## config.mk

```make
export PLATFORM = sky130hd
export DESIGN_NAME = sum_display_driver
export DESIGN_NICKNAME = d
export VERILOG_FILES = /design/src/rtl/sum_display_driver.sv
export SDC_FILE = /design/constraint.sdc
export NUM_CORES = 1
export LEC_CHECK = 0
export CORE_ASPECT_RATIO = 2
export CORE_MARGIN = 2
export CORE_UTILIZATION = 43
export DETAILED_ROUTE_END_ITERATION = 12
export GPL_TIMING_DRIVEN = 0
export PLACE_DENSITY = 0.63
export SLEW_MARGIN = 20
export SYNTH_ARGS = -nofsm -noshare
export SYNTH_HDL_FRONTEND = slang
export SYNTH_SLANG_ARGS = --single-unit
```

## constraint.sdc

```tcl
create_clock -name clk -period 3.9 [get_ports clk]
set_input_delay 1.17 -clock clk [delete_from_list [all_inputs] [get_ports clk]]
set_output_delay 1.17 -clock clk [all_outputs]
set_load 0.05 [all_outputs]
```

## src/rtl/sum_display_driver.sv

```systemverilog
// sum_display_driver: captures a 12-bit binary sum on a load strobe, converts it
// to four BCD digits with a sequential double-dabble (one shift per clock), and
// scans the last completed result onto a 4-digit common-anode 7-segment display
// with optional leading-zero blanking.
module sum_display_driver #(
   parameter int REFRESH_DIV = 50000,
   parameter int BLANK_LZ    = 1
) (
   input  logic        clk,
   input  logic        reset,
   input  logic [11:0] sum,
   input  logic        load,
   output logic        busy,
   output logic [15:0] bcd,
   output logic [3:0]  an,
   output logic [6:0]  seg
);

   localparam int RW = (REFRESH_DIV > 2) ? $clog2(REFRESH_DIV) : 1;
   localparam logic [RW-1:0] REFRESH_LAST = RW'(REFRESH_DIV - 1);

   typedef enum logic {
      IDLE = 1'b0,
      CONV = 1'b1
   } state_t;

   state_t         state_q;
   logic [11:0]    bin_q;
   logic [15:0]    acc_q;
   logic [3:0]     cnt_q;
   logic           busy_q;
   logic [15:0]    bcd_q;

   logic [RW-1:0]  refresh_q, refresh_d;
   logic [1:0]     idx_q, idx_d;
   logic [3:0]     an_q, an_d;
   logic [6:0]     seg_q, seg_d;

   logic [15:0]    acc_adj;
   logic [15:0]    acc_d;

   // Add 3 to every BCD digit that is 5 or more, ahead of the left shift.
   function automatic logic [15:0] add3_digits(input logic [15:0] a);
      logic [15:0] r;
      for (int i = 0; i < 4; i++) begin
         r[i*4 +: 4] = (a[i*4 +: 4] >= 4'd5) ? a[i*4 +: 4] + 4'd3 : a[i*4 +: 4];
      end
      return r;
   endfunction

   // Active-low segment pattern {g,f,e,d,c,b,a}; non-decimal codes are blank.
   function automatic logic [6:0] seg_decode(input logic [3:0] d);
      case (d)
         4'd0:    return 7'b1000000;
         4'd1:    return 7'b1111001;
         4'd2:    return 7'b0100100;
         4'd3:    return 7'b0110000;
         4'd4:    return 7'b0011001;
         4'd5:    return 7'b0010010;
         4'd6:    return 7'b0000010;
         4'd7:    return 7'b1111000;
         4'd8:    return 7'b0000000;
         4'd9:    return 7'b0010000;
         default: return 7'b1111111;
      endcase
   endfunction

   // True when digit idx and every digit above it are zero (units never qualify).
   function automatic logic leading_zero(input logic [15:0] v, input logic [1:0] idx);
      case (idx)
         2'd1:    return (v[15:4] == 12'd0);
         2'd2:    return (v[15:8] == 8'd0);
         2'd3:    return (v[15:12] == 4'd0);
         default: return 1'b0;
      endcase
   endfunction

   // Next accumulator value: adjust digits, then shift in the next binary bit.
   always_comb begin
      acc_adj = add3_digits(acc_q);
      acc_d   = {acc_adj[14:0], bin_q[11]};
   end

   // Conversion FSM: IDLE waits for load, CONV performs twelve adjust-and-shift steps.
   always_ff @(posedge clk or posedge reset) begin
      if (reset) begin
         state_q <= IDLE;
         bin_q   <= 12'd0;
         acc_q   <= 16'd0;
         cnt_q   <= 4'd0;
         busy_q  <= 1'b0;
         bcd_q   <= 16'h0000;
      end else begin
         case (state_q)
            IDLE: begin
               if (load) begin
                  bin_q   <= sum;
                  acc_q   <= 16'd0;
                  cnt_q   <= 4'd12;
                  busy_q  <= 1'b1;
                  state_q <= CONV;
               end
            end
            CONV: begin
               acc_q <= acc_d;
               bin_q <= {bin_q[10:0], 1'b0};
               cnt_q <= cnt_q - 4'd1;
               if (cnt_q == 4'd1) begin
                  bcd_q   <= acc_d;
                  busy_q  <= 1'b0;
                  state_q <= IDLE;
               end
            end
            default: state_q <= IDLE;
         endcase
      end
   end

   // Scan timing and the digit/segment values to register this edge.
   always_comb begin
      if (refresh_q == REFRESH_LAST) begin
         refresh_d = '0;
         idx_d     = idx_q + 2'd1;
      end else begin
         refresh_d = refresh_q + RW'(1);
         idx_d     = idx_q;
      end
      an_d = ~(4'b0001 << idx_d);
      if ((BLANK_LZ != 0) && leading_zero(bcd_q, idx_d)) begin
         seg_d = 7'b1111111;
      end else begin
         seg_d = seg_decode(bcd_q[idx_d*4 +: 4]);
      end
   end

   // Display scan registers: anode and segments update together every edge.
   always_ff @(posedge clk or posedge reset) begin
      if (reset) begin
         refresh_q <= '0;
         idx_q     <= 2'd0;
         an_q      <= 4'b1110;
         seg_q     <= 7'b1000000;
      end else begin
         refresh_q <= refresh_d;
         idx_q     <= idx_d;
         an_q      <= an_d;
         seg_q     <= seg_d;
      end
   end

   assign busy = busy_q;
   assign bcd  = bcd_q;
   assign an   = an_q;
   assign seg  = seg_q;

endmodule
```

[Yosys cells after proc, flatten, opt, wreduce, memory -nomap -nowiden]
Memory sizes are Yosys's and may differ from the RTL's.
Index checks and enable logic that the tools add are counted.
Storage, ports and cells
  bits of input ports: 15
  memories: 1
  memory bits (read-only): 112
  logic and storage cells: 58
  register bits: 79
Operators by class
  eq/ne operators: 7
  shift operators: 2
  magnitude comparators: 4
  bitwise operators: 2
  multiplexer cells: 20
  reductions and logical operators: 5
  $add $sub $neg: 7
Memories
  (name not given): words 16, bits a word 7, read ports 1, clocked after Yosys merged registers in 0, write ports 0, RTL line 53  | case (d)
Operators by type and width (count)
  16-bit two-way mux: 2
  16-bit case mux with 2 select lines: 1
  12-bit case mux with 2 select lines: 1
  16-bit by 1-bit adder with 16-bit output (second input constant): 1
  16-bit equality test (second input constant): 1
  4-bit by 3-bit >= comparator with 1-bit output (second input constant): 4
  4-bit two-way mux: 4
  16-bit by 5-bit variable part select with 4-bit output: 1
  4-bit by 2-bit adder with 4-bit output (second input constant): 3
  12-bit zero test: 1
  12-bit two-way mux: 1
  8-bit zero test: 1
  4-bit case mux with 2 select lines: 1
  7-bit two-way mux: 1
  2-bit equality test (second input constant): 2
  4-bit by 1-bit equality test with 1-bit output (second input constant): 1
  4-bit zero test: 1
  1-bit two-way mux: 4
  4-bit NOT: 1
  1-bit case mux with 2 select lines: 2
  2-bit AND reduction: 2
  1-bit by 2-bit << shifter with 4-bit output (first input constant): 1
  4-bit by 1-bit subtractor with 4-bit output (second input constant): 1
  3-bit by 2-bit adder with 3-bit output (second input constant): 1
  8 further kinds: 8

[Longest topological paths before layout]
Gate-level depths: netlist of the first run.
  depth after elaboration: 5
  depth in mapped cells: 11

[Worst setup path before layout of the first run]
OpenSTA, ideal clock, no wires.
  path type: register to register
  start point: register refresh_q[11]
  end point: register seg_q[3], in the netlist seg[3]
  stages on the path, launching flop included: 11
  arrival: 2.719 ns
  buffers on the path: 2
  required time: 3.771 ns
  path slack: 1.053 ns
  cells stage by stage: dfrtp_1 -> or4_4 -> nor4_2 -> buf_6 -> buf_6 -> mux2i_1 -> a211oi_2 -> inv_1 -> ha_1 -> a21oi_1 -> a2111o_1
Between the ends
  longest elaborated chain between the ends: 5
  elaborated cells on any way between the ends: 9
Ends and longest elaborated chain
  start: declaration: RTL line 34  | logic [RW-1:0] refresh_q, refresh_d;
  start signal: assignment: RTL line 144  | refresh_q <= refresh_d;
  16-bit equality test *: RTL line 121  | if (refresh_q == REFRESH_LAST) begin
  2-bit two-way mux *: RTL line 121
  16-bit by 5-bit variable part select with 4-bit output (tied with other cells): RTL line 132  | seg_d = seg_decode(bcd_q[idx_d*4 +: 4]);
  memory read 16 x 7 bit / 1-bit case mux with 3 select lines (equally long branches)
  7-bit two-way mux *: RTL line 129  | if ((BLANK_LZ != 0) && leading_zero(bcd_q, idx_d)) begin
  net seg_d[3]: RTL line 37  | logic [6:0] seg_q, seg_d;
  end signal: assignment: RTL line 147  | seg_q <= seg_d;
  end: declaration: RTL line 37
Mark *: on every way through the listed nets, which the timed path passes. The rest lies on a longest branch.
A chain may end at the register's enable or synchronous reset.

[Final worst setup path of the first run]
  start point: register refresh_q[5]
  end point: register seg_q[3], in the netlist seg[3]
The elaborated chain is that of the path after synthesis.

==> impl_metrics.tcl, run 1 <==
set metrics [dict create \
    yosysWarnings 0 \
    clk-insertion-delay-late_ns 0.33 \
    status "completed" \
    cts-root-buf "clkbuf_16" \
    path_buf_inv 3 \
    initial_core_util_pct 43.6 \
    diodes 0 \
    ant_nets 0 \
    die_w_um 72.5 \
    crit_start "refresh_q[5]" \
    synth_nets 447 \
    cp_max_fo 10 \
    fin_skew_ns 0.00749 \
    r2r_cells 10 \
    holdPathStages 1 \
    crit_family "simple AND/OR/NAND/NOR gates" \
    finalWeightedCongestion 0.801 \
    multi_input_area_um2 1890 \
    fin_ws_ns 0.665 \
    grt_pass1_vias 3389 \
    nets 501 \
    nFillCells 861 \
    synth_edf_count 0 \
    cts_buffers 9 \
    worstPathCellList "or4bb_1 -> nor4_2 -> buf_6 -> buf_6 -> mux2i_1 -> a211oi_2 -> inv_1 -> ha_1 -> a21oi_1 -> a2111o_1" \
    cts.repair.resized 0 \
    p_per_area_nw_per_um2 789 \
    syn-mean-instance-area_um2 9.60 \
    cts-htree-levels 3 \
    syn2layout_area_growth_pct 22.1 \
    critPathLaunchType "flop" \
    cpMostUsedCell "buf_6" \
    drive_above_1_share_pct 8.14 \
    track_usage_pct 19.6 \
    hp-class "reg -> reg" \
    fin_hold_ws_ns 0.483 \
    critical_path_class "reg -> reg" \
    post_drt_via_cell_ratio 5.52 \
    seq_area_frac_synth_pct 49.1 \
    tritoncts "done" \
    synthTopCellsByArea "dfrtp_1, nand2_1, mux2i_1" \
    ios 43 \
    clockBufferDepth 2 \
    post_cts_buffers 0 \
    fin_util_pct 53.2 \
    r2r-start "refresh_q[5]" \
    drtIter0Drc 163 \
    layout.area.seq_um2 1980 \
    grt_max_degree 54 \
    ir_drop_v 0.000410 \
    rsz0062_at_grt "no" \
    syn-cell-area_um2 4030 \
    vias 3217 \
    path_depth 10 \
    crit_required_ns 4.11 \
    slowest_stage "or4bb_1" \
    core_um2 9260 \
    holdBufCountCts 0 \
    drv_cap 0 \
    grt.overflow.total 0 \
    end_kind "flop" \
    wire_per_inst_um 16.1 \
    ys.flop_type "dfrtp_1" \
    worstMarginPinSlew_ns 0.685 \
    place_ws_ns 0.679 \
    fmax_ghz 0.309 \
    min_period_over_period_pct 82.9 \
    grt_pass1_wl_um 15700 \
    synth_top_area_cell "dfrtp_1" \
    fin_crit_ns 3.23 \
    rows 50 \
    hp-start "refresh_q[0]" \
    die_h_um 141 \
    cp.arrival_ns 3.45 \
    netlist_instances 420 \
    finalHoldViolCount 0 \
    cts_sinks 79 \
    slew_headroom_pct 54.3 \
    yosys.cell_types.count 51 \
    ys_seq_elements 79 \
    leakage_nw 2.15 \
    clkTransAtPathRegs_ns 0.07 \
    place_hpwl_um 7010 \
    drc 0 \
    drt_wl_total_um 9380 \
    setup_viol 0 \
    first_pass_iters 4 \
    cpPeakStageDelay_ns 0.58 \
    antenna_found_initial 0 \
    dieArea_um2 10200 \
    port_buffers 41 \
    postSynth.asyncResetShare_pct 100 \
    synth_top_area_share_pct 46.5 \
    p_total_w 0.00389 \
    slew_viol_final 0 \
]
worst register-to-register path, cell delays in order, from the launching register on:
cell      delay, ns
dfrtp_1        0.44
or4bb_1        0.58
nor4_2         0.30
buf_6          0.22
buf_6          0.17
mux2i_1        0.10
a211oi_2       0.38
inv_1          0.14
ha_1           0.32
a21oi_1        0.07
a2111o_1       0.41
per-stage QoR:
| stage | instances | setup TNS (ns) | area [um2] |
|---|---|---|---|
| floorplan | 420 | 0 | 4030 |
| global placement | 565 | -44.13 | 4570 |
| detailed placement | 567 | 0 | 4620 |
| CTS | 583 | 0 | 4930 |
| global route | 583 | 0 | 4930 |
| finish | 583 | 0 | 4930 |
placed cells by master (no fill, tap or decap), drive strengths merged, types with 9 or more instances in the layout:
cell	netlist	final
nand2	79	79
dfrtp	75	75
clkdlybuf4s50	0	41
o21ai	35	35
mux2i	26	26
clkbuf	16	26
nor2	21	21
a21oi	18	18
inv	16	17
xnor2	12	12
ha	12	12
o22ai	11	11
nand3	9	9
xor2	9	9
cell usage after synthesis, types with 2 or more instances:
cell	number
a2111o_1	2
a211oi_1	2
a211oi_2	2
a21oi_1	18
and2_1	2
and3_1	6
buf_1	2
buf_2	2
buf_6	2
clkbuf_1	16
dfrtp_1	75
dfstp_2	4
ha_1	12
inv_1	15
mux2_2	4
mux2i_1	26
nand2_1	79
nand2b_1	5
nand3_1	9
nor2_1	21
nor2b_1	4
nor3_1	7
nor3b_1	8
nor4_1	4
o2111ai_1	2
o21ai_0	34
o22ai_1	11
o31ai_1	4
xnor2_1	12
xor2_1	9
cells by family after synthesis:
group / Yosys count / synth area share [%]
buf+inv: 39 / 4.06
flops: 79 / 49.1
mux: 30 / 7.57
simple gates: 154 / 18.1
xor+xnor: 21 / 4.56
compound gates: 84 / 12.6
fa+ha+maj: 13 / 3.97
flip-flops by register name (all words and copies together) (netlist names):
name / count
bin_q: 12
acc_q: 16
seg: 7
refresh_q: 16
state_q: 1
an: 4
cnt_q: 4
idx_q: 2
bcd: 16
busy: 1
power by group:
group / total, W / internal, W / switching, W
Clock: 0.000862 / 0.000517 / 0.000345
Combinational: 0.00170 / 0.000647 / 0.00105
Sequential: 0.00133 / 0.00109 / 0.000243
Total: 0.00389 / 0.00225 / 0.00164
worst paths after layout:
check,endpoint,slack (ns)
min in group asynchronous,refresh_q[3],1.17
worst min-delay path,refresh_q[0],0.48
worst max-delay path,seg[3],0.67
max in group asynchronous,seg[6],2.09
worst max register to register,seg[3],0.67
worst min register to register,refresh_q[0],0.48
metal layers:
metal	vias up	part of all wire [%]	track usage (%)
met5	-	0	0
met4	0	1.8	8.97
met3	14	2.3	3.00
met2	60	58	37.2
met1	1579	38	20.1
li1	1564	-	-
area by class of cell:
cell class | instances | area share (%)
plain buffers | 22 | 2.03
flip-flops and latches | 79 | 40.2
clock buffers | 10 | 4.85
well taps | 104 | 2.64
clock inverters | 6 | 1.40
repair buffers | 43 | 9.04
inverters | 17 | 1.35
multi-input cells | 302 | 38.5
Note: power is estimated with default switching activity, not from simulation.
==> run 2: changes to the inputs <==
- clock period: 3.9 -> 3.2 ns (I/O delays scaled with it)
==> run 2 against run 1 <==
Against the previous run:
- first-iteration DRC count is 0.61% higher
- final area is 0.81% higher
- clock skew barely moved
- sequential cell count is the same
- highest routed layer unchanged
- clock power rose by 22%
- fmax up 4.8%
- utilization grew 0.43 points
- sequential share of layout area is 0.32 points lower
- power up 22%
- combinational power rose by 22%
- global-route usage up 0.073 points
==> impl_metrics.tcl, run 2 (synthesis results as in run 1) <==
set metrics [dict create \
    grt.overflow.total 0 \
    cts_sinks 79 \
    leakage_nw 2.17 \
    slew_headroom_pct 54.2 \
    slew_viol_final 0 \
    comb_power_share_pct 43.7 \
    power_switching_w 0.00200 \
    p_seq_share_pct 34.2 \
    cts-htree-levels 3 \
    mostFrequentLayoutCell "nand2_1" \
    finalWeightedCongestion 0.801 \
    post_drt_via_cell_ratio 5.54 \
    grt_pass1_wl_um 15700 \
    p_clk_share_pct 22.1 \
    place_hpwl_um 7010 \
    drt_wl_total_um 9380 \
    initial_core_util_pct 43.6 \
    nFillCells 858 \
    drtIter0Drc 164 \
    track_usage_pct 19.7 \
    fin_skew_ns 0.00700 \
    cpPeakStageDelay_ns 0.58 \
    hp-class "reg -> reg" \
    multi_input_area_um2 1910 \
    dp.cells 567 \
    worstPathCellList "or4_4 -> nor4_4 -> buf_6 -> buf_6 -> mux2i_1 -> a211oi_1 -> buf_2 -> ha_1 -> a21oi_1 -> a2111o_1" \
    grt_max_degree 54 \
    clk-insertion-delay-late_ns 0.33 \
    ir_drop_v 0.000499 \
    clockBufferDepth 2 \
    syn2layout_area_growth_pct 23.1 \
    rows 50 \
    antenna_found_initial 0 \
    slowest_stage "or4_4" \
    cp.arrival_ns 3.30 \
    swShare_pct 42.1 \
    path_buf_inv 3 \
    nets 503 \
    min_period_over_period_pct 96.5 \
    worstMarginPinSlew_ns 0.687 \
    fin_crit_ns 3.09 \
    critical_path_class "reg -> reg" \
    cp_max_fo 10 \
    layout.area.seq_um2 1980 \
    core_um2 9260 \
    tritoncts "done" \
    fmax_ghz 0.324 \
    diodes 0 \
    fin_tns_setup_ns 0 \
    drive_above_1_share_pct 8.73 \
    mostFrequentLayoutCells "nand2_1, dfrtp_1, clkdlybuf4s50_1" \
    p_per_area_nw_per_um2 955 \
    clkTransAtPathRegs_ns 0.06 \
    end_kind "flop" \
    fin_hold_ws_ns 0.472 \
    grt_pass1_vias 3394 \
    drc 0 \
    ios 43 \
    crit_required_ns 3.41 \
    die_w_um 72.5 \
    cts-root-buf "clkbuf_16" \
    finalHoldViolCount 0 \
    p_int_w 0.00275 \
    crit_family "simple AND/OR/NAND/NOR gates" \
    ant_nets 0 \
    wire_per_inst_um 16.0 \
    first_pass_iters 4 \
    drv_cap 0 \
    fin_cells 585 \
    dieArea_um2 10200 \
    cts_buffers 9 \
    status "completed" \
    r2r_setup_slack_ns 0.11 \
    cpMostUsedCell "buf_6" \
    vias 3242 \
    rsz0062_at_grt "no" \
    setup_viol 0 \
    port_buffers 41 \
    die_h_um 141 \
    critPathLaunchType "flop" \
]
## run 2: changes by cell type in the layout (fill, tap and decap cells not counted), sizes merged
cell	before	now
buf	8	10
## run 2: through the flow
stage                     util (%)  total power, W  setup slack [ns]  cell area, um2
after global placement        49.4         0.00362             -1.09            4570
after floorplan                  -         0.00306             0.223            4030
after detailed placement      49.9         0.00370           -0.0213            4620
final                         53.6         0.00474             0.113            4970
after CTS                     53.3         0.00477            0.0249            4930
after global routing          53.6         0.00505            0.0398            4970
## run 2: timing repair
| item | in CTS | in global routing |
|---|---|---|
| setup endpoints to repair | 1 | 1 |
| pin swaps | 1 | 1 |
| hold buffers | 0 | 0 |
| gates resized for setup | 0 | 2 |
| setup buffers | 1 | 1 |
## run 2: path summary, 6_finish.rpt
path,start,end,depth (start not counted)
max,refresh_q[11],seg[3],10
min,refresh_q[0],refresh_q[0],1
max reg2reg,refresh_q[11],seg[3],10
min reg2reg,refresh_q[0],refresh_q[0],1
max in group asynchronous,reset,seg[6],3
min in group asynchronous,reset,refresh_q[3],2
## run 2: layout make-up
| class | count | share of cell area [%] |
|---|---|---|
| plain buffers | 22 | 2.02 |
| clock buffers | 10 | 4.81 |
| clock inverters | 6 | 1.39 |
| inverters | 17 | 1.34 |
| multi-input cells | 302 | 38.4 |
| flip-flops and latches | 79 | 39.9 |
| well taps | 104 | 2.62 |
| repair buffers | 45 | 9.52 |
## run 2: power groups by stage
stage | clock [W] | sequential, W | combinational (W)
final | 0.00105 | 0.00162 | 0.00207
after global routing | 0.00110 | 0.00166 | 0.00229
after CTS | 0.00107 | 0.00162 | 0.00209
after detailed placement | 0 | 0.00164 | 0.00206
after global placement | 0 | 0.00162 | 0.00200
after floorplan | 0 | 0.00200 | 0.00106
## run 2: layer usage
metal  track usage (%)  wire length [um]  vias up
met5                 0                 0        -
met1              20.1              3520     1567
li1                  -                 -     1571
met4              9.45               276        0
met2              37.2              5290       81
met3              3.22               298       23
==> run 3: changes to the inputs <==
- MAX_ROUTING_LAYER: default -> met4
- SLEW_MARGIN: 20 -> default
==> run 3 against run 2 <==
Against the previous run:
- final area up 0.48%
- utilization up 0.26 points
- clock skew up 0.0014 ns
- critical endpoint unchanged
==> impl_metrics.tcl, run 3 (synthesis results as in run 1) <==
set metrics [dict create \
    clockBufferDepth 2 \
    ir_drop_v 0.000535 \
    clkTransAtPathRegs_ns 0.07 \
    cts_buffers 9 \
    grt_pass1_vias 3418 \
    min_period_over_period_pct 96.4 \
    cp.arrival_ns 3.31 \
    grt_max_degree 62 \
    rows 50 \
    cts-htree-levels 3 \
    cpPeakStageDelay_ns 0.58 \
    rsz0062_at_grt "no" \
    port_buffers 41 \
    slew_viol_final 0 \
    r2r_cells 10 \
    mostFrequentLayoutCells "nand2_1, dfrtp_1, clkdlybuf4s50_1" \
    hold-path-endpoint "refresh_q[0]" \
    hp-class "reg -> reg" \
    drive_above_1_share_pct 8.73 \
    vias 3245 \
    wire_per_inst_um 16.2 \
    r2r-start "refresh_q[11]" \
    critical_path_class "reg -> reg" \
    place_hpwl_um 6980 \
    clk-insertion-delay-late_ns 0.34 \
    p_per_area_nw_per_um2 966 \
    slowest_stage "or4_4" \
    grt_pass1_wl_um 16000 \
    mostFrequentLayoutCell "nand2_1" \
    tritoncts "done" \
    fin_crit_ns 3.09 \
    drv_cap 0 \
    dieArea_um2 10200 \
    dp.cells 567 \
    crit_start "refresh_q[11]" \
    grt.overflow.total 0 \
    fin_cells 585 \
    path_depth 10 \
    drc 0 \
    slew_headroom_pct 54.5 \
    r2r_setup_slack_ns 0.11 \
    critPathLaunchType "flop" \
    place_ws_ns -0.0292 \
    syn2layout_area_growth_pct 23.7 \
    cts-root-buf "clkbuf_16" \
    ios 43 \
    status "completed" \
    antenna_found_initial 0 \
    cp_max_fo 10 \
    path_buf_inv 3 \
    finalHoldViolCount 0 \
    reg2reg_to "seg[3]" \
    nFillCells 864 \
    core_um2 9260 \
    die_w_um 72.5 \
    first_pass_iters 4 \
    setup_viol 0 \
    initial_core_util_pct 43.6 \
    layout.area.seq_um2 1980 \
    cts_sinks 79 \
    holdBufCountCts 0 \
    end_kind "flop" \
    worstPathCellList "or4_4 -> nor4_4 -> buf_6 -> buf_6 -> mux2i_1 -> a211oi_1 -> buf_2 -> ha_1 -> a21oi_1 -> a2111o_1" \
    worstMarginPinSlew_ns 0.683 \
    die_h_um 141 \
    crit_family "simple AND/OR/NAND/NOR gates" \
    ant_nets 0 \
    diodes 0 \
    crit_required_ns 3.42 \
    track_usage_pct 20.6 \
    leakage_nw 2.17 \
    fin_skew_ns 0.00838 \
    holdPathStages 1 \
    multi_input_area_um2 1910 \
    post_drt_via_cell_ratio 5.55 \
    drtIter0Drc 168 \
    finalWeightedCongestion 0.812 \
    cpMostUsedCell "buf_6" \
    nets 503 \
    drt_wl_total_um 9450 \
    fin_ws_ns 0.114 \
    fmax_ghz 0.324 \
    hp-start "refresh_q[0]" \
]
[run 3: changes by cell type in the layout (fill, tap and decap cells not counted)]
cell,change
bufinv_16,+1
clkinv_2,-1
clkinv_4,-1
clkinvlp_4,+1
[run 3: stage by stage]
step	utilization, %	area (um2)	setup TNS (ns)	power (W)	hold slack (ns)
after floorplan	-	4030	0	0.00306	0.425
after global placement	49.4	4570	-82.13	0.00362	0.457
after detailed placement	49.9	4620	-0.0292	0.00370	0.475
after CTS	53.5	4960	0	0.00485	0.483
after global routing	53.9	4990	0	0.00514	0.499
final	53.9	4990	0	0.00482	0.474
[run 3: power by group]
part | switching, W | leakage, nW | internal [W]
logic | 0.00127 | 1.01 | 0.000791
registers | 0.000299 | 1.00 | 0.00132
clock network | 0.000424 | 0.155 | 0.000708
total | 0.00199 | 2.17 | 0.00282
[run 3: worst max path at each step]
stage               slack, ns  endpoint
CTS                      0.02    seg[3]
finish                   0.11    seg[3]
detailed placement      -0.03    seg[3]
global route             0.04    seg[3]
global placement        -1.09     an[0]
floorplan                0.22  acc_q[0]
[run 3: final cells by class]
class,instances,share of cell area (%)
Sequential cell,79,39.7
Multi-Input combinational cell,302,38.2
Buffer,22,2.01
Tap cell,104,2.61
Timing Repair Buffer,45,9.48
Clock inverter,6,1.86
Clock buffer,10,4.79
Inverter,17,1.33
[run 3: timing repair]
action,in CTS,in global routing
resized for setup,0,2
buffers inserted,1,1
setup endpoints to repair,1,1
pin swaps,1,1
[run 3: metal layers]
| metal | global-route usage [%] | up-vias | routed length [um] |
|---|---|---|---|
| li1 | - | 1569 | - |
| met1 | 20.7 | 1584 | 3620 |
| met2 | 36.7 | 60 | 5230 |
| met3 | 3.00 | 32 | 224 |
| met4 | 12.1 | 0 | 378 |
| met5 | - | - | 0 |
[run 3: worst reg2reg max path: stages, from the launching register on]
cell and delay [ns]:
dfrtp_1 0.42, or4_4 0.58, nor4_4 0.29, buf_6 0.15
buf_6 0.15, mux2i_1 0.30, a211oi_1 0.10, buf_2 0.20
ha_1 0.31, a21oi_1 0.06, a2111o_1 0.40
